--- src/rtl/multi_cycle_control_if.sv ---
// Control-strobe bundle between the multi-cycle control unit and its datapath.
// master = control unit (consumes IR fields, drives strobes); slave = datapath side.
interface multi_cycle_control_if;
  logic [5:0] OpCode;
  logic [5:0] Funct;
  logic       PCWrite;
  logic       PCWriteCond;
  logic       IorD;
  logic       MemRead;
  logic       MemWrite;
  logic       IRWrite;
  logic       MemtoReg;
  logic       RegDst;
  logic       RegWrite;
  logic       ExtOp;
  logic       LuOp;
  logic       ALUSrcA;
  logic [1:0] ALUSrcB;
  logic [1:0] ALUOp;
  logic [1:0] PCSource;
  logic [3:0] State;

  modport master (
    input  OpCode, Funct,
    output PCWrite, PCWriteCond, IorD, MemRead, MemWrite, IRWrite,
           MemtoReg, RegDst, RegWrite, ExtOp, LuOp, ALUSrcA,
           ALUSrcB, ALUOp, PCSource, State
  );

  modport slave (
    output OpCode, Funct,
    input  PCWrite, PCWriteCond, IorD, MemRead, MemWrite, IRWrite,
           MemtoReg, RegDst, RegWrite, ExtOp, LuOp, ALUSrcA,
           ALUSrcB, ALUOp, PCSource, State
  );
endinterface

--- src/rtl/multi_cycle_control.sv ---
// Moore control unit for the multi-cycle CPU: sequences fetch/decode/execute/memory/
// write-back and decodes every datapath and memory strobe from the current state.
module multi_cycle_control (
  input  logic                         clk,
  input  logic                         reset,
  multi_cycle_control_if.master        bus
);
  localparam int unsigned SW = 4;

  typedef enum logic [SW-1:0] {
    S_FETCH   = 4'd0,
    S_DECODE  = 4'd1,
    S_MEMADDR = 4'd2,
    S_MEMRD   = 4'd3,
    S_LDWB    = 4'd4,
    S_MEMWR   = 4'd5,
    S_REXEC   = 4'd6,
    S_RWB     = 4'd7,
    S_BRANCH  = 4'd8,
    S_JUMP    = 4'd9,
    S_IEXEC   = 4'd10,
    S_IWB     = 4'd11
  } state_t;

  localparam logic [5:0] OP_RTYPE = 6'h00;
  localparam logic [5:0] OP_J     = 6'h02;
  localparam logic [5:0] OP_BEQ   = 6'h04;
  localparam logic [5:0] OP_ADDI  = 6'h08;
  localparam logic [5:0] OP_ADDIU = 6'h09;
  localparam logic [5:0] OP_SLTI  = 6'h0a;
  localparam logic [5:0] OP_SLTIU = 6'h0b;
  localparam logic [5:0] OP_ANDI  = 6'h0c;
  localparam logic [5:0] OP_ORI   = 6'h0d;
  localparam logic [5:0] OP_LUI   = 6'h0f;
  localparam logic [5:0] OP_LW    = 6'h23;
  localparam logic [5:0] OP_SW    = 6'h2b;

  state_t     r_state;
  state_t     w_next;
  logic       w_pcwrite, w_pcwritecond, w_iord, w_memread, w_memwrite, w_irwrite;
  logic       w_memtoreg, w_regdst, w_regwrite, w_extop, w_luop, w_alusrca;
  logic [1:0] w_alusrcb, w_aluop, w_pcsource;

  // State register; reset returns to FETCH without waiting for a clock.
  always_ff @(posedge clk or posedge reset) begin
    if (reset) r_state <= S_FETCH;
    else       r_state <= w_next;
  end

  always_comb begin
    w_next        = S_FETCH;
    w_pcwrite     = 1'b0;
    w_pcwritecond = 1'b0;
    w_iord        = 1'b0;
    w_memread     = 1'b0;
    w_memwrite    = 1'b0;
    w_irwrite     = 1'b0;
    w_memtoreg    = 1'b0;
    w_regdst      = 1'b0;
    w_regwrite    = 1'b0;
    w_extop       = 1'b0;
    w_luop        = 1'b0;
    w_alusrca     = 1'b0;
    w_alusrcb     = 2'b00;
    w_aluop       = 2'b00;
    w_pcsource    = 2'b00;

    case (r_state)
      S_FETCH: begin
        w_memread = 1'b1;
        w_irwrite = 1'b1;
        w_alusrcb = 2'b01;
        w_pcwrite = 1'b1;
        w_next    = S_DECODE;
      end
      S_DECODE: begin
        // Speculatively compute the branch target into ALUOut.
        w_alusrcb = 2'b11;
        w_extop   = 1'b1;
        case (bus.OpCode)
          OP_LW, OP_SW:                   w_next = S_MEMADDR;
          OP_RTYPE:                       w_next = S_REXEC;
          OP_BEQ:                         w_next = S_BRANCH;
          OP_J:                           w_next = S_JUMP;
          OP_ADDI, OP_ADDIU, OP_SLTI, OP_SLTIU,
          OP_ANDI, OP_ORI, OP_LUI:        w_next = S_IEXEC;
          default:                        w_next = S_FETCH;
        endcase
      end
      S_MEMADDR: begin
        w_alusrca = 1'b1;
        w_alusrcb = 2'b10;
        w_extop   = 1'b1;
        w_next    = (bus.OpCode == OP_SW) ? S_MEMWR : S_MEMRD;
      end
      S_MEMRD: begin
        w_memread = 1'b1;
        w_iord    = 1'b1;
        w_next    = S_LDWB;
      end
      S_LDWB: begin
        w_memtoreg = 1'b1;
        w_regwrite = 1'b1;
      end
      S_MEMWR: begin
        w_memwrite = 1'b1;
        w_iord     = 1'b1;
      end
      S_REXEC: begin
        w_alusrca = 1'b1;
        w_aluop   = 2'b10;
        w_next    = S_RWB;
      end
      S_RWB: begin
        w_regdst   = 1'b1;
        w_regwrite = 1'b1;
      end
      S_BRANCH: begin
        w_alusrca     = 1'b1;
        w_aluop       = 2'b01;
        w_pcwritecond = 1'b1;
        w_pcsource    = 2'b01;
      end
      S_JUMP: begin
        w_pcwrite  = 1'b1;
        w_pcsource = 2'b10;
      end
      S_IEXEC: begin
        w_alusrca = 1'b1;
        w_alusrcb = 2'b10;
        w_aluop   = 2'b11;
        w_extop   = !((bus.OpCode == OP_ANDI) || (bus.OpCode == OP_ORI));
        w_luop    = (bus.OpCode == OP_LUI);
        w_next    = S_IWB;
      end
      S_IWB: begin
        w_regwrite = 1'b1;
      end
      default: w_next = S_FETCH;
    endcase

    // Reset silences every strobe so no write can slip through mid-instruction.
    if (reset) begin
      w_pcwrite     = 1'b0;
      w_pcwritecond = 1'b0;
      w_iord        = 1'b0;
      w_memread     = 1'b0;
      w_memwrite    = 1'b0;
      w_irwrite     = 1'b0;
      w_memtoreg    = 1'b0;
      w_regdst      = 1'b0;
      w_regwrite    = 1'b0;
      w_extop       = 1'b0;
      w_luop        = 1'b0;
      w_alusrca     = 1'b0;
      w_alusrcb     = 2'b00;
      w_aluop       = 2'b00;
      w_pcsource    = 2'b00;
    end
  end

  assign bus.PCWrite     = w_pcwrite;
  assign bus.PCWriteCond = w_pcwritecond;
  assign bus.IorD        = w_iord;
  assign bus.MemRead     = w_memread;
  assign bus.MemWrite    = w_memwrite;
  assign bus.IRWrite     = w_irwrite;
  assign bus.MemtoReg    = w_memtoreg;
  assign bus.RegDst      = w_regdst;
  assign bus.RegWrite    = w_regwrite;
  assign bus.ExtOp       = w_extop;
  assign bus.LuOp        = w_luop;
  assign bus.ALUSrcA     = w_alusrca;
  assign bus.ALUSrcB     = w_alusrcb;
  assign bus.ALUOp       = w_aluop;
  assign bus.PCSource    = w_pcsource;
  assign bus.State       = reset ? 4'd0 : SW'(r_state);
endmodule

--- src/flat_wrapper.sv ---
// flat-port wrapper written by rule: the top's interface ports become plain ports
module multi_cycle_control_flat 
  (clk, reset, bus_OpCode, bus_Funct, bus_PCWrite, bus_PCWriteCond, bus_IorD, bus_MemRead, bus_MemWrite, bus_IRWrite, bus_MemtoReg, bus_RegDst, bus_RegWrite, bus_ExtOp, bus_LuOp, bus_ALUSrcA, bus_ALUSrcB, bus_ALUOp, bus_PCSource, bus_State);
  multi_cycle_control_if bus_i ();
  input  logic clk;
  input  logic reset;
  input wire logic [$bits(bus_i.OpCode)-1:0] bus_OpCode;
  input wire logic [$bits(bus_i.Funct)-1:0] bus_Funct;
  output wire logic [$bits(bus_i.PCWrite)-1:0] bus_PCWrite;
  output wire logic [$bits(bus_i.PCWriteCond)-1:0] bus_PCWriteCond;
  output wire logic [$bits(bus_i.IorD)-1:0] bus_IorD;
  output wire logic [$bits(bus_i.MemRead)-1:0] bus_MemRead;
  output wire logic [$bits(bus_i.MemWrite)-1:0] bus_MemWrite;
  output wire logic [$bits(bus_i.IRWrite)-1:0] bus_IRWrite;
  output wire logic [$bits(bus_i.MemtoReg)-1:0] bus_MemtoReg;
  output wire logic [$bits(bus_i.RegDst)-1:0] bus_RegDst;
  output wire logic [$bits(bus_i.RegWrite)-1:0] bus_RegWrite;
  output wire logic [$bits(bus_i.ExtOp)-1:0] bus_ExtOp;
  output wire logic [$bits(bus_i.LuOp)-1:0] bus_LuOp;
  output wire logic [$bits(bus_i.ALUSrcA)-1:0] bus_ALUSrcA;
  output wire logic [$bits(bus_i.ALUSrcB)-1:0] bus_ALUSrcB;
  output wire logic [$bits(bus_i.ALUOp)-1:0] bus_ALUOp;
  output wire logic [$bits(bus_i.PCSource)-1:0] bus_PCSource;
  output wire logic [$bits(bus_i.State)-1:0] bus_State;
  assign bus_i.OpCode = bus_OpCode;
  assign bus_i.Funct = bus_Funct;
  assign bus_PCWrite = bus_i.PCWrite;
  assign bus_PCWriteCond = bus_i.PCWriteCond;
  assign bus_IorD = bus_i.IorD;
  assign bus_MemRead = bus_i.MemRead;
  assign bus_MemWrite = bus_i.MemWrite;
  assign bus_IRWrite = bus_i.IRWrite;
  assign bus_MemtoReg = bus_i.MemtoReg;
  assign bus_RegDst = bus_i.RegDst;
  assign bus_RegWrite = bus_i.RegWrite;
  assign bus_ExtOp = bus_i.ExtOp;
  assign bus_LuOp = bus_i.LuOp;
  assign bus_ALUSrcA = bus_i.ALUSrcA;
  assign bus_ALUSrcB = bus_i.ALUSrcB;
  assign bus_ALUOp = bus_i.ALUOp;
  assign bus_PCSource = bus_i.PCSource;
  assign bus_State = bus_i.State;
  multi_cycle_control u_core (.clk(clk), .reset(reset), .bus(bus_i));
endmodule
--- config.mk ---
export PLATFORM = sky130hd
export DESIGN_NAME = multi_cycle_control_flat
export DESIGN_NICKNAME = d
export VERILOG_FILES = /design/src/rtl/multi_cycle_control_if.sv /design/src/rtl/multi_cycle_control.sv /design/src/flat_wrapper.sv
export SDC_FILE = /design/constraint.sdc
export NUM_CORES = 1
export LEC_CHECK = 0
export CORE_MARGIN = 2
export CORE_UTILIZATION = 33
export DETAILED_ROUTE_END_ITERATION = 10
export PLACE_DENSITY = 0.78
export REMOVE_ABC_BUFFERS = 1
export SYNTH_ARGS = -nofsm -noshare
export SYNTH_HDL_FRONTEND = slang
export SYNTH_SLANG_ARGS = --single-unit
export TNS_END_PERCENT = 5
--- constraint.sdc ---
create_clock -name clk -period 1.35 [get_ports clk]
set_input_delay 0.3375 -clock clk [delete_from_list [all_inputs] [get_ports clk]]
set_output_delay 0.3375 -clock clk [all_outputs]
set_load 0.01 [all_outputs]
==> run summary <==
Area contributors post-synth: dfrtp_1, nor2b_1, buf_6
CP Launch Type: flop
CP Data Arrival Time: 1.46 ns
Port Buffer Count: 29
Adder-Cell Fraction of Synth Area: 1.619%
Synth top area share: 16.19%
Final nets: 155
Slew HR: 84.34%
worst slew pin tran: 0.2332 ns
final hold slack: 0.1792 ns
share of the yosys chip area belonging to registers: 16.19%
vias in the first global route: 757
FMAX: 0.5551 GHz
XOR/XNOR Fraction of Synth Area: 1.417%
Cell Count, Final, Fillers Out: 164
Synth Instances: 80
post-synthesis mux area share: 0%
global-route wire length before repair: 3.249 mm
Overall Power: 1.854 mW
CTS sink count: 4
setup slack, reg-to-reg: 0.05 ns
worst setup path class: reg2out
Post-Route M1 WL: 966 µm
Yosys warning total: 0
DP Cell Count: 153
Clk Latency, worst-skew pair: 0.24 ns
area leader, netlist: dfrtp_1
ys flop type: dfrtp_1
Die Span X: 47.28 µm
Synth cell types: 43
number of hold violations in the final report: 0
period utilisation layout: 133.5%
leakage: 0.6178 nW
Die Y: 47.28 µm
Layout Skew: 0.007804 ns
Top reg by flops: u_core.r_state
fill count: 129
DRT iter0 DRCs: 23
DR pass1 iterations: 4
Largest register FFs: 4
Residual DRC: 0
area delta synth->final: 105.1%
worst hold path type: in2async
fin. max-slew vios: 0
Core Region: 1745 µm²
status: finished, violations left
DPL Wire Length: 1.580 mm
RSZ-0062 raised after global routing: true
RR Endpoint: u_core.r_state[1]
Post-synth EDFFs: 0
crit path time final: 1.802 ns
vias per cell: 5.183
Finish-stage setup viols: 23
pre-CTS setup slack: -0.9247 ns
hold-fix buffers at CTS: 0
Root Driver: clkbuf_4
max-cap check violation count: 0
compound-cell area share of the yosys netlist: 18.62%
pwr dens: 1463 nW/µm²
GRT Resource Usage Total: 20.62%
CTS tree: yes
Clk pin slew, worst setup/hold paths: 0.04 ns
nature of the critical path endpoint: output port
detailed-route wire length per cell: 14.07 µm
simple-gate area share of the yosys netlist: 51.42%
register bit count reported by yosys: 4
Top Ports: 36
total routed wirelength: 2.308 mm
total grt overflow: 0
pin count of the biggest net entering global routing: 9
Req. time, crit path: 1.01 ns
largest family of logic cells by synthesized area: simple AND/OR/NAND/NOR gates
R2R depth: 5
routed length on met3: 105 µm
CTS H-tree lvls: 1
failing checks: negative setup slack
synthesized area: 618.1 µm²
die area: 2235 µm²
crit path setup slack, layout: -0.4516 ns
initial core utilization: 35.41%
reg2reg start: u_core.r_state[1]
Diodes inserted: 0
via count: 850
proportion of layout cells with a drive suffix above 1: 65.47%
antenna violation net count after detailed routing: 0
FFs w/ async S/R, synth: 100.0%
DR WL met2: 1.184 mm
Rows: 15
top flop regs: u_core.r_state x4
Placer Congestion: 0.7586
Top Metal Used: met4
synthesized area per cell: 7.726 µm²
Num CTS Buffers: 3
initial antenna violation count: 0
VDD IR-drop max: 0.7630 mV
synth cell count leaders: nor2_1, nor2b_1, nor3_1, dfrtp_1, nand2_1
Clock Tree Buf Depth: 2
Max Fanout on Critical Path: 3
## worst max-delay path by stage
stage	start	to	slack, ns	depth (start not counted)
2_1_floorplan	u_core.r_state[3]	bus_PCWrite	-0.29	3
3_3_place_gp	reset	bus_PCWrite	-0.91	5
3_5_place_dp	reset	bus_PCSource[0]	-0.92	4
4_1_cts	u_core.r_state[2]	bus_LuOp	-0.46	4
5_1_grt	u_core.r_state[0]	bus_PCWrite	-0.50	5
6_report	u_core.r_state[0]	bus_PCWrite	-0.45	5
## worst max-delay path, stage by stage (launching register included)
cell and delay (ns):
dfrtp_1 0.42, buf_6 0.14, or3_4 0.36, nor2_4 0.10, or2_1 0.09, buf_2 0.12
## stage by stage
stage	setup TNS, ns	util, %	instance area (µm²)
after CTS	-7.413	66.02	1152
after detailed placement	-18.74	61.86	1080
after floorplan	-1.624	-	563.0
final	-6.642	72.62	1267
after global routing	-7.896	72.62	1267
after global placement	-18.28	61.86	1080
## layout make-up
class	count	area [µm²]	area share, %
multi-input cells	66	606.8	47.88
flip-flops and latches	4	101.3	7.996
inverters	3	13.76	1.086
repair buffers	63	491.7	38.80
clock buffers	3	22.52	1.777
well taps	25	31.28	2.468
## where the power goes
part | switching [mW] | internal [mW]
clock network | 0.0526 | 0.0996
registers | 0.0561 | 0.165
logic | 0.689 | 0.792
## kinds of logic after synthesis
kind of cell	count (synthesis)
AND/OR/NAND/NOR	48
AO/OA/AOI/OAI	16
buffers and inverters	10
flip-flops	4
XOR/XNOR	1
adder cells (fa/ha/maj)	1
## routing by layer
| layer | global-route usage (%) | vias up |
|---|---|---|
| met5 | 0 | - |
| met4 | 10.56 | 0 |
| met3 | 1.538 | 7 |
| met2 | 35.14 | 32 |
| met1 | 25.68 | 399 |
| li1 | - | 412 |
## cell usage in the layout, fill, tap and decap left out, drive strengths merged, types with 2 or more instances in the layout
| cell | n |
|---|---|
| nand2 | 4 |
| nand2b | 4 |
| and3b | 2 |
| and3 | 2 |
| buf | 54 |
| nor3 | 6 |
| dfrtp | 4 |
| or2 | 2 |
| nor2b | 7 |
| nor2 | 8 |
| and2 | 3 |
| nor4 | 2 |
| dlygate4sd2 | 4 |
| clkdlybuf4s50 | 2 |
| a31oi | 2 |
| a211oi | 3 |
| o21ai | 2 |
| inv | 3 |
| clkbuf | 5 |
| and4b | 2 |
## repair_timing
action	in CTS	in global routing
pin swaps	6	8
buffers inserted	4	4
gates resized for setup	109	28
endpoints found under the setup margin	24	25
(Power assumes the default switching activity.)
